`src/rtl/div_iterative_pkg.sv`:
```
// Shared ALU constants and the divider FSM state encoding.
package div_iterative_pkg;

   // One quotient bit is resolved per iteration.
   localparam int DIV_ITERS = 32;

   // Most negative 32-bit value; its magnitude only fits as unsigned.
   localparam logic [31:0] INT_MIN = 32'h8000_0000;

   typedef enum logic [1:0] {
      IDLE = 2'd0,
      ITER = 2'd1,
      FIX  = 2'd2
   } div_state_t;

endpackage

```
`src/rtl/csa_adder.sv`:
```
// Carry-select adder: each BLK-bit block precomputes its sum for both
// incoming carries and the carry chain only drives the block muxes.
// W must be a multiple of BLK.
module csa_adder #(
   parameter int W   = 32,
   parameter int BLK = 8
) (
   input  logic [W-1:0] a,
   input  logic [W-1:0] b,
   input  logic         cin,
   output logic [W-1:0] sum,
   output logic         cout
);

   localparam int NB = W / BLK;

   logic [NB:0] carry;

   assign carry[0] = cin;

   for (genvar i = 0; i < NB; i++) begin : g_blk
      logic [BLK:0] s0;
      logic [BLK:0] s1;

      assign s0 = {1'b0, a[i*BLK +: BLK]} + {1'b0, b[i*BLK +: BLK]};
      assign s1 = {1'b0, a[i*BLK +: BLK]} + {1'b0, b[i*BLK +: BLK]} + (BLK+1)'(1);

      assign sum[i*BLK +: BLK] = carry[i] ? s1[BLK-1:0] : s0[BLK-1:0];
      assign carry[i+1]        = carry[i] ? s1[BLK]     : s0[BLK];
   end

   assign cout = carry[NB];

endmodule

```
`src/rtl/div_iterative_div_step.sv`:
```
// One restoring shift-subtract step of the unsigned divider. Purely
// combinational; the subtract goes through the carry-select adder.
module div_step #(
   parameter int W = 32
) (
   input  logic [W-1:0] rem_in,
   input  logic [W-1:0] quo_in,
   input  logic [W-1:0] dvs,
   output logic [W-1:0] rem_out,
   output logic [W-1:0] quo_out
);

   // Shifted partial remainder is W+1 bits: old remainder plus the
   // quotient MSB that falls out of the {rem, quo} shift.
   logic [W:0]   rem_sh;
   logic [W-1:0] trial;
   logic         no_borrow;
   logic         fits;

   assign rem_sh = {rem_in, quo_in[W-1]};

   // trial = rem_sh[W-1:0] - dvs as a + ~b + 1; the carry out is the
   // "no borrow" indication for the low W bits.
   csa_adder #(.W(W)) u_sub (
      .a    (rem_sh[W-1:0]),
      .b    (~dvs),
      .cin  (1'b1),
      .sum  (trial),
      .cout (no_borrow)
   );

   // With the extra top bit set the remainder is >= 2^W > dvs, so the
   // subtract always succeeds; the true difference still fits in W bits
   // because the previous remainder was below dvs.
   assign fits = rem_sh[W] | no_borrow;

   assign rem_out = fits ? trial : rem_sh[W-1:0];
   assign quo_out = {quo_in[W-2:0], fits};

endmodule

```
`src/rtl/div_iterative.sv`:
```
// Multi-cycle signed 32-bit divider: magnitudes on the start edge,
// DIV_ITERS restoring steps, then a sign/exception fix-up cycle that
// pulses result_rdy. Quotient truncates toward zero.
module div_iterative
   import div_iterative_pkg::*;
#(
   parameter int WIDTH = 32
) (
   input  logic             clock,
   input  logic             reset,
   input  logic             ctrl_div,
   input  logic [WIDTH-1:0] dividend,
   input  logic [WIDTH-1:0] divisor,
   output logic [WIDTH-1:0] result,
   output logic             exception,
   output logic             result_rdy
);

   localparam int               CNT_W    = $clog2(DIV_ITERS);
   localparam logic [CNT_W-1:0] LAST_CNT = CNT_W'(DIV_ITERS - 1);
   localparam logic [WIDTH-1:0] MIN_VAL  = {1'b1, {(WIDTH-1){1'b0}}};
   localparam logic [WIDTH-1:0] ALL_ONES = {WIDTH{1'b1}};

   div_state_t       state;
   logic [CNT_W-1:0] count;
   logic [WIDTH-1:0] rem;
   logic [WIDTH-1:0] quo;
   logic [WIDTH-1:0] dvs;
   logic             neg_sign;
   logic             zero_flag;
   logic             ovf_flag;

   logic [WIDTH-1:0] abs_dividend;
   logic [WIDTH-1:0] abs_divisor;
   logic [WIDTH-1:0] step_rem;
   logic [WIDTH-1:0] step_quo;
   logic [WIDTH-1:0] neg_quo;
   logic             neg_cout;

   // Magnitudes; INT_MIN maps onto itself, read as unsigned 2^(W-1).
   assign abs_dividend = dividend[WIDTH-1] ? (~dividend + WIDTH'(1)) : dividend;
   assign abs_divisor  = divisor[WIDTH-1]  ? (~divisor  + WIDTH'(1)) : divisor;

   div_step #(.W(WIDTH)) u_step (
      .rem_in  (rem),
      .quo_in  (quo),
      .dvs     (dvs),
      .rem_out (step_rem),
      .quo_out (step_quo)
   );

   // Two's complement negation of the quotient through the shared adder.
   // Its carry out is set only for a zero quotient, whose negation is zero.
   csa_adder #(.W(WIDTH)) u_neg (
      .a    (~quo),
      .b    ({WIDTH{1'b0}}),
      .cin  (1'b1),
      .sum  (neg_quo),
      .cout (neg_cout)
   );

   // Control FSM with the iteration datapath and registered outputs.
   always_ff @(posedge clock or posedge reset) begin
      if (reset) begin
         state      <= IDLE;
         count      <= '0;
         rem        <= '0;
         quo        <= '0;
         dvs        <= '0;
         neg_sign   <= 1'b0;
         zero_flag  <= 1'b0;
         ovf_flag   <= 1'b0;
         result     <= '0;
         exception  <= 1'b0;
         result_rdy <= 1'b0;
      end else begin
         result_rdy <= 1'b0;
         case (state)
            IDLE: begin
               if (ctrl_div) begin
                  rem       <= '0;
                  quo       <= abs_dividend;
                  dvs       <= abs_divisor;
                  neg_sign  <= dividend[WIDTH-1] ^ divisor[WIDTH-1];
                  zero_flag <= (divisor == '0);
                  ovf_flag  <= (dividend == MIN_VAL) && (divisor == ALL_ONES);
                  count     <= '0;
                  state     <= ITER;
               end
            end
            ITER: begin
               rem   <= step_rem;
               quo   <= step_quo;
               count <= count + CNT_W'(1);
               if (count == LAST_CNT) begin
                  state <= FIX;
               end
            end
            FIX: begin
               if (zero_flag) begin
                  result    <= '0;
                  exception <= 1'b1;
               end else if (ovf_flag) begin
                  result    <= MIN_VAL;
                  exception <= 1'b1;
               end else begin
                  result    <= (neg_sign && !neg_cout) ? neg_quo : quo;
                  exception <= 1'b0;
               end
               result_rdy <= 1'b1;
               count      <= '0;
               state      <= IDLE;
            end
            default: begin
               state <= IDLE;
            end
         endcase
      end
   end

endmodule

```
`config.mk`:
```
export PLATFORM = sky130hd
export DESIGN_NAME = div_iterative
export DESIGN_NICKNAME = d
export VERILOG_FILES = /design/src/rtl/div_iterative_pkg.sv /design/src/rtl/csa_adder.sv /design/src/rtl/div_iterative_div_step.sv /design/src/rtl/div_iterative.sv
export SDC_FILE = /design/constraint.sdc
export NUM_CORES = 1
export LEC_CHECK = 0
export CORE_UTILIZATION = 32
export CTS_CLUSTER_SIZE = 20
export DETAILED_ROUTE_END_ITERATION = 7
export PLACE_DENSITY = 0.49
export SYNTH_ARGS = -nofsm -noshare
export SYNTH_HDL_FRONTEND = slang
export SYNTH_SLANG_ARGS = --single-unit
export TNS_END_PERCENT = 1
```
`constraint.sdc`:
```
create_clock -name clock -period 5.71 [get_ports clock]
set_clock_uncertainty 0.1 [all_clocks]
set_input_delay 1.142 -clock clock [delete_from_list [all_inputs] [get_ports clock]]
set_output_delay 1.142 -clock clock [all_outputs]
set_load 0.005 [all_outputs]
```
==> impl_metrics.yaml <==
run_status:
  outcome: "completed"
synthesis:
  syn_area_mm2: 0.009510
  synth_edf_count: 0
  synth_warnings: 0
  yosys.area_share.simple_pct: 17.16
  synth.most_common_cell: "nand2_1"
  ys_ff_latch: 140
  synth_fa_ha_area_share_pct: 6.631
  dominantRegCellSynth: "dfrtp_1"
  synth_top_family_by_area: "compound AO/OA/AOI/OAI gates"
  synth.top_cell.area_share_pct: 36.84
  synth_cells: 1083
  synthArstFlopShare_pct: 100.0
  syn_area_per_cell_um2: 8.782
  synth_common_cells: "nand2_1 (145), dfrtp_1 (140), o21ai_0 (138), xor2_1 (85), inv_1 (58)"
  synth_top_cell_by_area: "dfrtp_1"
  yosys-top-cells-area: "dfrtp_1 (37%), xor2_1 (7.8%), o21ai_0 (7.3%)"
  synth_mux_area_share_pct: 3.644
  synth_cell_types: 69
  syn_nets: 1198
  synth_compound_area_share_pct: 20.31
  synth_xor_area_share_pct: 11.24
  synth-seq-area-share_pct: 36.84
sta:
  fin_hold_ws_ps: 376.7
  relSlewSlack_pct: 28.92
  min_period_ps: 4558
  setup_viol: 0
  fin_crit_sh_pct: 79.83
  tns_ps: 0
  finalHoldViolCount: 0
  rsz0062_at_grt: "false"
  tightest_slew_ps: 1066
  slew_violations: 0
  clock.fmax_mhz: 219.4
placement:
  dpl_cell_area_mm2: 0.01093
  port-buffer-count: 100
  dp_hpwl_um: 18540
  globalplace.congestion: 0.7919
critical_path:
  cpPeakStageDelay_ps: 570
  critPathKind: "register to register"
  critPathRequiredTime_ps: 5920
  cp-endpoint: "rem[1]"
  path_cells: "inv_1 -> ha_1 -> fa_1 -> nor2b_1 -> o2111ai_1 -> a21oi_1 -> o211ai_1 -> nor4_2 -> mux2_2 -> mux2i_1 -> mux2i_4 -> buf_4 -> nand2_1 -> a32o_1"
  r2r_cells: 14
  cp_top_family: "multiplexers"
  cp.depth: 14
  worst_setup_path_start_kind: "register"
  crit_start: "quo[31]"
  r2r-start: "quo[31]"
  path_buf_inv: 2
  cp.arrival_ps: 4760
  crit_fanout: 13
  reg2reg_setup_slack_ps: 1150
  end_kind: "register"
  crit_slowest_cell: "mux2i_4"
  r2r_end: "rem[1]"
die:
  io_pins: 101
  initial_core_util_pct: 32.87
  rows: 62
  dieHeight_um: 174.4
  core_mm2: 0.02894
  chipWidth_um: 174.4
  dieArea_mm2: 0.03041
clocking:
  cts_tree: "done"
  clock_latency_ps: 430
  clk_path_buf_depth: 2
  cts_root_buffer: "clkbuf_16"
  cts.sink_count: 140
  postCtsResizedCells: 0
  post-cts-setup-buffers: 0
  hold_buffers: 0
  clk_pin_slew_ps: 70
  cts_buffers: 17
  htree_levels: 4
route:
  ant_nets: 0
  routed_wl_um: 24990
  drtIter0Drc: 377
  viasPerCell: 5.086
  drt_pass1_iterations: 5
  drc: 0
  vias: 7959
  wl_per_cell_um: 15.97
global_routing:
  antenna_found_initial: 0
  grt_max_degree: 87
  grt.overflow.total: 0
  grt_pass1_wl_um: 41640
  grt_pass1_vias: 7855
  grt_util_all_layers_pct: 17.04
cells_and_area:
  postLayoutCellArea_mm2: 0.01150
  final_util_pct: 39.73
  syn_to_final_growth_pct: 20.89
  layout.nets: 1283
  layout-drive-gt1-share_pct: 6.520
  multi_input_comb_area_mm2: 0.005640
  diodes: 0
  fill_cells: 2930
  regArea_mm2: 0.003503
power_and_ir_drop:
  peakVddDrop_mv: 0.2759
  total_power_mw: 6.823
  p_leak_nw: 4.857
  cellPowerDensity_mw_per_mm2: 593.4
hold_path:
  hold_path.class: "register to register"
job:
  cap_violations: 0
worst min-delay path, stage by stage, from the launching register on:
cell	delay, ps
dfrtp_1	340
nand2_1	50
o21ai_0	60
where the power goes:
part / internal [mW] / total [mW] / switching (mW)
Sequential: 1.42 / 1.82 / 0.404
Clock: 0.586 / 1.08 / 0.499
Combinational: 1.80 / 3.91 / 2.12
worst min path at each step:
stage	from	slack, ps	cells past startpoint	to
3_5_place_dp	dvs[12]	370	2	dvs[12]
2_1_floorplan	dvs[10]	350	2	dvs[10]
3_3_place_gp	result[18]	360	2	result[18]
4_1_cts	dvs[12]	390	2	dvs[12]
5_1_grt	result[30]	400	2	result[30]
6_report	result[26]	380	2	result[26]
per-stage QoR:
stage,cells,setup slack (ps)
after CTS,1565,1078
after floorplan,1083,715.1
after global routing,1565,828.0
final,1565,1152
after global placement,1533,1039
after detailed placement,1533,1039
registers in the layout, summed over array words and instances, names as in the netlist:
register / cells
state: 2
zero_flag: 1
exception: 1
result: 32
dvs: 32
quo: 32
neg_sign: 1
count: 5
rem: 32
result_rdy: 1
ovf_flag: 1
cell type report:
class | count | share of cell area, %
Multi-Input combinational cell | 840 | 49.06
Inverter | 58 | 1.937
Sequential cell | 140 | 30.47
Clock buffer | 18 | 3.820
Clock inverter | 14 | 1.110
Timing Repair Buffer | 111 | 9.424
Tap cell | 384 | 4.179
routing by layer:
metal	GRT usage, %	part of all wire, %	up-vias
met5	0	0	-
met4	4.496	1.4	0
met3	2.493	3.4	27
met2	26.88	45	149
met1	24.23	50	3741
li1	-	-	4042
cells in the final DEF, fill, tap and decap left out, types with 34 or more instances in the layout:
cell type,count
a21oi_1,34
dfrtp_1,140
nor2_1,38
xor2_1,85
inv_1,57
clkdlybuf4s50_1,100
o21ai_0,137
nand2_1,145
ha_1,44
xnor2_1,37
kinds of logic after synthesis:
group | Yosys count
compound gates | 312
mux | 34
xor+xnor | 122
buf+inv | 103
flops | 140
simple gates | 324
fa+ha+maj | 48
No activity file was read; power rests on OpenSTA's default activity.
